===== src/rtl/fast_square_pkg.sv =====
// Shared definitions for the fast-square packer: FSM encoding, marker/header constants.
package fast_square_pkg;
  typedef enum logic [1:0] {
    FS_IDLE  = 2'd0,
    FS_ARM   = 2'd1,
    FS_RUN   = 2'd2,
    FS_FLUSH = 2'd3
  } fs_state_t;

  localparam logic [15:0] FS_MARKER  = 16'h8000;
  localparam logic [3:0]  FS_HDR_TAG = 4'hA;
  localparam int          FS_SEQ_W   = 12;

  // A restart marker needs both halves of the pair set to the marker pattern.
  function automatic logic fs_is_marker(input logic [15:0] i_w, input logic [15:0] q_w);
    return (i_w == FS_MARKER) && (q_w == FS_MARKER);
  endfunction
endpackage


===== src/rtl/fast_square_pack_if.sv =====
// Slicer-pair input and host-FIFO output stream of the packer, bundled as one interface.
interface fast_square_pack_if;
  logic        in_strobe;
  logic [15:0] i_word;
  logic [15:0] q_word;
  logic [15:0] out_data;
  logic        out_valid;
  logic        out_ready;

  modport master (
    output in_strobe, i_word, q_word, out_ready,
    input  out_data, out_valid
  );

  modport slave (
    input  in_strobe, i_word, q_word, out_ready,
    output out_data, out_valid
  );
endinterface


===== src/rtl/fast_square_pack_fifo.sv =====
// fs_pack_fifo: synchronous first-word-fall-through FIFO with a 0-3 word write port
// and a 1-word read port; the writer guarantees it never writes more than the free space.
module fs_pack_fifo #(
    parameter int FIFO_DEPTH = 16
) (
    input  logic                        clock,
    input  logic                        reset,
    input  logic [1:0]                  wr_n,
    input  logic [2:0][15:0]            wr_words,
    input  logic                        rd_en,
    output logic [15:0]                 rd_data,
    output logic [$clog2(FIFO_DEPTH):0] count
);
    localparam int AW = $clog2(FIFO_DEPTH);
    localparam int CW = AW + 1;

    logic [15:0]   mem [FIFO_DEPTH];
    logic [AW-1:0] wr_ptr;
    logic [AW-1:0] rd_ptr;
    logic          pop;

    assign pop     = rd_en && (count != '0);
    assign rd_data = (count == '0) ? 16'h0000 : mem[rd_ptr];

    always_ff @(posedge clock) begin
        if (reset) begin
            wr_ptr <= '0;
            rd_ptr <= '0;
            count  <= '0;
        end else begin
            wr_ptr <= wr_ptr + AW'(wr_n);
            rd_ptr <= rd_ptr + AW'(pop);
            count  <= count + CW'(wr_n) - CW'(pop);
        end
    end

    // Storage is data only; validity is tracked entirely by the pointers and count.
    always_ff @(posedge clock) begin
        for (int k = 0; k < 3; k++) begin
            if (2'(k) < wr_n) mem[wr_ptr + AW'(k)] <= wr_words[k];
        end
    end
endmodule


===== src/rtl/fast_square_pack.sv =====
// fast_square_pack: drops marker pairs, packs I then Q into a FIFO-buffered 16-bit stream.
// Optional header words ahead of each frame when FAST_SQUARE_PACK_HEADER_EN is defined.
module fast_square_pack #(
    parameter int FIFO_DEPTH  = 16,
    parameter int FRAME_PAIRS = 64
) (
    input  logic               clock,
    input  logic               reset,
    input  logic               record,
    fast_square_pack_if.slave  bus,
    output logic               busy,
    output logic               overrun,
    output logic [15:0]        drop_count
);
    import fast_square_pkg::*;

    localparam int CW = $clog2(FIFO_DEPTH) + 1;

    fs_state_t               state, next_state;
    logic [CW-1:0]           fifo_count;
    logic [CW-1:0]           free_words;
    logic [CW-1:0]           need_words;
    logic [11:0]             pair_cnt;
    logic [FS_SEQ_W-1:0]     seq;
    logic                    header_now;
    logic                    marker;
    logic                    accept;
    logic                    fits;
    logic                    push;
    logic                    drop;
    logic                    arm_entry;
    logic [1:0]              wr_n;
    logic [2:0][15:0]        wr_words;
    logic [15:0]             hdr_word;

`ifdef FAST_SQUARE_PACK_HEADER_EN
    assign header_now = (pair_cnt == 12'd0);
`else
    assign header_now = 1'b0;
`endif

    assign marker     = fs_is_marker(bus.i_word, bus.q_word);
    assign hdr_word   = {FS_HDR_TAG, seq};
    assign free_words = CW'(FIFO_DEPTH) - fifo_count;
    assign need_words = header_now ? CW'(3) : CW'(2);
    // Space is judged on start-of-cycle occupancy; a pop in the same cycle does not help.
    assign fits       = (free_words >= need_words);

    always_ff @(posedge clock) begin
        if (reset) state <= FS_IDLE;
        else       state <= next_state;
    end

    always_comb begin
        next_state = state;
        accept     = 1'b0;
        arm_entry  = 1'b0;
        case (state)
            FS_IDLE: begin
                if (record) begin
                    next_state = FS_ARM;
                    arm_entry  = 1'b1;
                end
            end
            FS_ARM: begin
                if (!record) begin
                    next_state = FS_IDLE;
                end else if (bus.in_strobe && !marker) begin
                    accept     = 1'b1;
                    next_state = FS_RUN;
                end
            end
            FS_RUN: begin
                if (!record) next_state = FS_FLUSH;
                else         accept     = bus.in_strobe && !marker;
            end
            FS_FLUSH: begin
                if (fifo_count == '0) next_state = FS_IDLE;
            end
            default: next_state = FS_IDLE;
        endcase
    end

    assign push = accept && fits;
    assign drop = accept && !fits;

    always_comb begin
        wr_n     = 2'd0;
        wr_words = '0;
        if (push) begin
            if (header_now) begin
                wr_n        = 2'd3;
                wr_words[0] = hdr_word;
                wr_words[1] = bus.i_word;
                wr_words[2] = bus.q_word;
            end else begin
                wr_n        = 2'd2;
                wr_words[0] = bus.i_word;
                wr_words[1] = bus.q_word;
            end
        end
    end

    // Frame position, sequence number and overrun bookkeeping; all restart on ARM entry.
    always_ff @(posedge clock) begin
        if (reset || arm_entry) begin
            pair_cnt   <= 12'd0;
            seq        <= '0;
            overrun    <= 1'b0;
            drop_count <= 16'h0000;
        end else begin
            if (push) begin
                if (pair_cnt == 12'(FRAME_PAIRS - 1)) begin
                    pair_cnt <= 12'd0;
                    seq      <= seq + 1'b1;
                end else begin
                    pair_cnt <= pair_cnt + 12'd1;
                end
            end
            if (drop) begin
                overrun <= 1'b1;
                if (drop_count != 16'hFFFF) drop_count <= drop_count + 16'd1;
            end
        end
    end

    fs_pack_fifo #(
        .FIFO_DEPTH (FIFO_DEPTH)
    ) u_fifo (
        .clock    (clock),
        .reset    (reset),
        .wr_n     (wr_n),
        .wr_words (wr_words),
        .rd_en    (bus.out_ready),
        .rd_data  (bus.out_data),
        .count    (fifo_count)
    );

    assign bus.out_valid = (fifo_count != '0);
    assign busy          = (state != FS_IDLE);
endmodule


===== src/flat_wrapper.sv =====
// flat-port wrapper written by rule: the top's interface ports become plain ports
module fast_square_pack_flat import fast_square_pkg::*;
#(
    parameter int FIFO_DEPTH  = 16,
    parameter int FRAME_PAIRS = 64
)
  (clock, reset, record, busy, overrun, drop_count, bus_in_strobe, bus_i_word, bus_q_word, bus_out_ready, bus_out_data, bus_out_valid);
  fast_square_pack_if bus_i ();
  input  logic clock;
  input  logic reset;
  input  logic record;
  output logic busy;
  output logic overrun;
  output logic [15:0] drop_count;
  input wire logic [$bits(bus_i.in_strobe)-1:0] bus_in_strobe;
  input wire logic [$bits(bus_i.i_word)-1:0] bus_i_word;
  input wire logic [$bits(bus_i.q_word)-1:0] bus_q_word;
  input wire logic [$bits(bus_i.out_ready)-1:0] bus_out_ready;
  output wire logic [$bits(bus_i.out_data)-1:0] bus_out_data;
  output wire logic [$bits(bus_i.out_valid)-1:0] bus_out_valid;
  assign bus_i.in_strobe = bus_in_strobe;
  assign bus_i.i_word = bus_i_word;
  assign bus_i.q_word = bus_q_word;
  assign bus_i.out_ready = bus_out_ready;
  assign bus_out_data = bus_i.out_data;
  assign bus_out_valid = bus_i.out_valid;
  fast_square_pack #(.FIFO_DEPTH(FIFO_DEPTH), .FRAME_PAIRS(FRAME_PAIRS)) u_core (.clock(clock), .reset(reset), .record(record), .bus(bus_i), .busy(busy), .overrun(overrun), .drop_count(drop_count));
endmodule

===== config.mk =====
export PLATFORM = sky130hd
export DESIGN_NAME = fast_square_pack_flat
export DESIGN_NICKNAME = d
export VERILOG_FILES = /design/src/rtl/fast_square_pkg.sv /design/src/rtl/fast_square_pack_if.sv /design/src/rtl/fast_square_pack_fifo.sv /design/src/rtl/fast_square_pack.sv /design/src/flat_wrapper.sv
export SDC_FILE = /design/constraint.sdc
export NUM_CORES = 1
export LEC_CHECK = 0
export BUFFER_PORTS_ARGS = -buffer_cell sky130_fd_sc_hd__buf_2
export CORE_MARGIN = 2
export CORE_UTILIZATION = 25
export DETAILED_ROUTE_END_ITERATION = 10
export SLEW_MARGIN = 20
export SYNTH_ARGS = -nofsm -noshare
export SYNTH_HDL_FRONTEND = slang
export SYNTH_SLANG_ARGS = --single-unit

===== constraint.sdc =====
create_clock -name clock -period 8.1 [get_ports clock]
set_input_delay 0.81 -clock clock [delete_from_list [all_inputs] [get_ports clock]]
set_output_delay 0.81 -clock clock [all_outputs]
set_load 0.1 [all_outputs]

# [After elaboration in Yosys (flattened, before gate mapping)]
# Memories as Yosys holds them, arrays and structs flattened. A register that Yosys moved wholly into a read port is not among the register bits.
# Index checks and enable logic that the tools add are counted.
[totals] reg_bits=32 mem_bits_rw=256 input_bits=37 word_cells=69 n_memories=1
[classes] add_sub_neg=8 n_lt_le_gt_ge=4 eq_ne=10 n_mux=25 n_reduce_logical=15
[mem_list] name="u_core.u_fifo.mem" depth=16 word_bits=16 read_ports=1 rd_ports_with_merged_regs=1 wr=2 line_no="fast_square_pack_fifo.sv:17" rtl="logic [15:0] mem [FIFO_DEPTH];"
[ops] op="$eq 16x16->1 const B" n=2
[ops] op="$mux 16" n=2
[ops] op="$mux 32" n=1
[ops] op="$add 16x1->16 const B" n=1
[ops] op="$ne 16x16->1 const B" n=1
[ops] op="$reduce_or 16->1" n=1
[ops] op="$mux 1" n=12
[ops] op="$mux 2" n=6
[ops] op="$mux 4" n=2
[ops] op="$pmux 2 s4" n=1
[ops] op="$add 5x2->5" n=1
[ops] op="$ge 5x2->1 const B" n=1
[ops] op="$logic_and 1x1->1" n=5
[ops] op="$logic_not 5->1" n=1
[ops] op="$reduce_bool 5->1" n=1
[ops] op="$sub 5x1->5" n=1
[ops] op="$sub 5x5->5 const A" n=1
[ops] op="$add 4x1->4" n=1
[ops] op="$add 4x1->4 const B" n=1
[ops] op="$add 4x2->4" n=1
[ops] op="$add 4x2->4 const B" n=1
[ops] op="$eq 2x2->1 const B" n=2
[ops] op="$lt 1x2->1 const A" n=2
[ops] op="$ne 2x2->1 const B" n=2
[ops] op="11 further kinds" n=12

# [Depth between registers and ports, before layout]
[logic_depth] ltp_word=14 depth_mapped=17

# [Hierarchy]
# Synthesis repeated with hierarchy kept, for this count alone.
[hier_totals] hier_cells=1610 hier_area_um2=17842.1
[modules_own_cells] mod="fs_pack_fifo" instances=1 cells_per_inst=1421 area_per_inst_um2=16398.2
[modules_own_cells] mod="fast_square_pack" instances=1 cells_per_inst=189 area_per_inst_um2=1443.9

# [Worst setup path after synthesis]
# OpenSTA, ideal clock, no wires.
[synth_path] kind="input to register" from="input bus_q_word[1]" to="memory u_core.u_fifo.mem[0][0] (enable)" setup_time_ns=0.421 t_arrival_ns=3.404 t_required_ns=7.679 setup_slack_ns=4.275 path_stages=9 path_buffers=3 path_cell_list="clkbuf_1 -> nor4b_2 -> nand4_1 -> o21ai_4 -> nor3_4 -> inv_2 -> buf_6 -> buf_6 -> nor2_1"
[synth_rtl] item="start: declaration" line_no="flat_wrapper.sv:17" rtl="input wire logic [$bits(bus_i.q_word)-1:0] bus_q_word;"
[synth_rtl] item="end: declaration" line_no="fast_square_pack_fifo.sv:17"

==> flow_summary.json <==
{
  "min-delay-start": "u_core.drop_count[1]$_SDFFE_PP0P_",
  "die_h_um": 240,
  "hold_ws_ps": 498,
  "crit_fanout": 33,
  "fp.dieW_um": 240,
  "hold_end": "u_core.drop_count[1]$_SDFFE_PP0P_",
  "grt_max_degree": 81,
  "layout_commonest_cell": "nand2_1",
  "ys_warn_count": 0,
  "drtIter0Drc": 1007,
  "grt_setup_unrepaired": "false",
  "fin_tns_setup_ps": 0,
  "tritoncts": "built",
  "cts_buffer_depth": 3,
  "relSlewSlack_pct": 28.5,
  "p_sw_share_pct": 36.2,
  "p_leak_uw": 0.00531,
  "syn-cell-area_mm2": 0.0139,
  "dr_total_vias": 9155,
  "arrival_ps": 3810,
  "htreeDepth": 1,
  "gr-total-overflow": 0,
  "clock_latency_ps": 590,
  "drtAntennaViolNets": 0,
  "tightest_slew_ps": 1070,
  "core_area_mm2": 0.0551,
  "timing.fmax_mhz": 217,
  "ys_ff_latch": 287,
  "critPathCaptureType": "output pin",
  "avgRoutedWirePerCell_um": 20.6,
  "layout-drive-gt1-share_pct": 19.9,
  "r2r_setup_slack_ps": 3640,
  "syn_to_final_growth_pct": 14.4,
  "io_buffers": 71,
  "p_int_uw": 2830,
  "hold_buffers": 0,
  "holdCritPathClass": "register to register",
  "final_cell_mix": "nand2_1 (278), edfxtp_1 (256), a21oi_1 (138), buf_2 (71), mux4_2 (70)",
  "combPwrFrac_pct": 31.0,
  "regArea_mm2": 0.00831,
  "multi_input_area_mm2": 0.00508,
  "p_per_area_mw_per_mm2": 278,
  "row_count": 86,
  "grt_use_total_pct": 13.5,
  "fin_nets": 1177,
  "r2r_end": "u_core.u_fifo.count[4]$_SDFF_PP0_",
  "clkPwrFrac_pct": 29.9,
  "nFillCells": 5583,
  "setup_viol": 0,
  "seq_power_share_pct": 39.1,
  "syn_nets": 1151,
  "layout.cells.non_filler": 1890,
  "synth.yosys.seq_area_share_pct": 59.6,
  "netSwitchingPower_uw": 1600,
  "crit_path_start_kind": "register",
  "routed_wl_um": 38900,
  "synth_ff_type": "edfxtp_1",
  "drtPass1Iterations": 5,
  "ctsResizeCount": 0,
  "dp.cells": 1832,
  "io_pins": 72,
  "grt_pass1_wl_um": 58200,
  "cts_setup_buffers": 0,
  "start_util_pct": 25.3,
  "post-route-period-util_pct": 57.0,
  "cts_root_buf": "clkbuf_16",
  "antenna_found_initial": 5,
  "ys_types": 62,
  "cts_made_buffers": 29,
  "period_needed_ps": 4620,
  "via_per_inst": 4.84,
  "syn_avg_cell_area_um2": 12.7,
  "r2r_cells": 15,
  "r2r-start": "u_core.u_fifo.count[2]$_SDFF_PP0_",
  "hold_depth": 2,
  "synthCells": 1094,
  "maxCapViolations": 0,
  "cp.required_ps": 7290,
  "async_flop_share_pct": 0,
  "die-area_mm2": 0.0577,
  "final_hold_viol_count": 0,
  "skew_ps": 30.2,
  "synth_edf_count": 256,
  "irDropWorstVdd_uv": 172,
  "maxSlewViolCount": 0,
  "dp_hpwl_um": 23600,
  "gp_congestion": 0.770,
  "first_global_vias": 9242,
  "crit_type": "register to output pin",
  "clkSinkCount": 287,
  "path_clk_slew_ps": 60,
  "drc_errors": 0,
  "status": "finished clean"
}
## state kept, by name, summed over array words and instances, names as in the netlist, named ones only
name,flops
u_core.u_fifo.mem,256
u_core.state,1
u_core.u_fifo.rd_ptr,4
u_core.drop_count,16
u_core.overrun,1
u_core.u_fifo.wr_ptr,3
u_core.u_fifo.count,5
## cell usage after synthesis, drive strengths merged (4+ instances only)
cell      n  share of area, %
a21oi   138               5.0
and2     37               1.7
buf      49               2.7
clkbuf   50               1.4
dfxtp    31               4.5
edfxtp  256                55
ha       19               1.7
inv      14              0.38
mux2i     4              0.29
mux4     80                13
nand2   278               7.5
nand2b    6              0.27
nand3     6              0.31
nand4     5              0.22
nor2     28              0.75
nor2b     8              0.36
nor3      5              0.26
nor4      8              0.36
o21ai    13              0.55
o311ai    4              0.25
o41ai     4              0.25
or3       6              0.27
## routing by layer
| layer | track usage [%] | wire length [µm] |
|---|---|---|
| met3 | 2.55 | 3230 |
| met1 | 18.4 | 16600 |
| met5 | 0 | 16 |
| met4 | 4.10 | 1190 |
| met2 | 21.8 | 17800 |
## critical path, cell delays in order (launching register included)
cell and delay (ps):
dfxtp_4 820, buf_4 660, mux4_1 660, mux4_2 550, and2_1 190, buf_2 300
## cell type report
cell class                 instances  share of cell area [%]
sequential                       287                    52.1
multi-input combinational        694                    31.9
tap                              748                    5.87
clock buffer                      35                    4.69
timing repair buffer              94                    4.05
clock inverter                    17                    1.04
inverter                          14                   0.345
antenna                            1                  0.0157
## worst max-delay path by stage
stage	slack [ps]	to	start
2_1_floorplan	4270	u_core.u_fifo.mem[0][0]$_DFFE_PN_	bus_q_word[1]
3_3_place_gp	3320	u_core.u_fifo.count[4]$_SDFF_PP0_	bus_q_word[2]
3_5_place_dp	3260	u_core.u_fifo.count[4]$_SDFF_PP0_	bus_q_word[2]
4_1_cts	3370	bus_out_data[0]	u_core.u_fifo.rd_ptr[0]$_SDFF_PP0_
5_1_grt	3240	bus_out_data[0]	u_core.u_fifo.rd_ptr[0]$_SDFF_PP0_
6_report	3480	bus_out_data[0]	u_core.u_fifo.rd_ptr[0]$_SDFF_PP0_
## stage by stage
step / area, µm² / setup slack [ps] / utilization [%] / power, µW
after floorplan: 13900 / 4270 / - / 2870
after global routing: 15900 / 3240 / 28.9 / 4620
after detailed placement: 14900 / 3260 / 27.1 / 3150
final: 15900 / 3480 / 28.9 / 4430
after CTS: 15800 / 3370 / 28.7 / 4480
after global placement: 14900 / 3320 / 27.0 / 3140
## logic make-up (layout without fill, tap and decap cells)
group	after synthesis	after routing	synth area share (%)
mux	84	84	13.5
compound gates	177	177	7.04
xor+xnor	5	5	0.314
buf+inv	113	160	4.44
flops	287	287	59.6
other cells	0	1	0
simple gates	408	408	13.3
fa+ha+maj	20	20	1.85
## power by group through the flow
| stage | registers [µW] | logic [µW] | clock network (µW) |
|---|---|---|---|
| 2_1_floorplan | 1720 | 1160 | 0 |
| 3_3_place_gp | 1770 | 1370 | 0 |
| 3_5_place_dp | 1770 | 1390 | 0 |
| 4_1_cts | 1740 | 1390 | 1350 |
| 5_1_grt | 1740 | 1470 | 1400 |
| 6_report | 1730 | 1370 | 1330 |
Power figures use the tool's default switching activity.
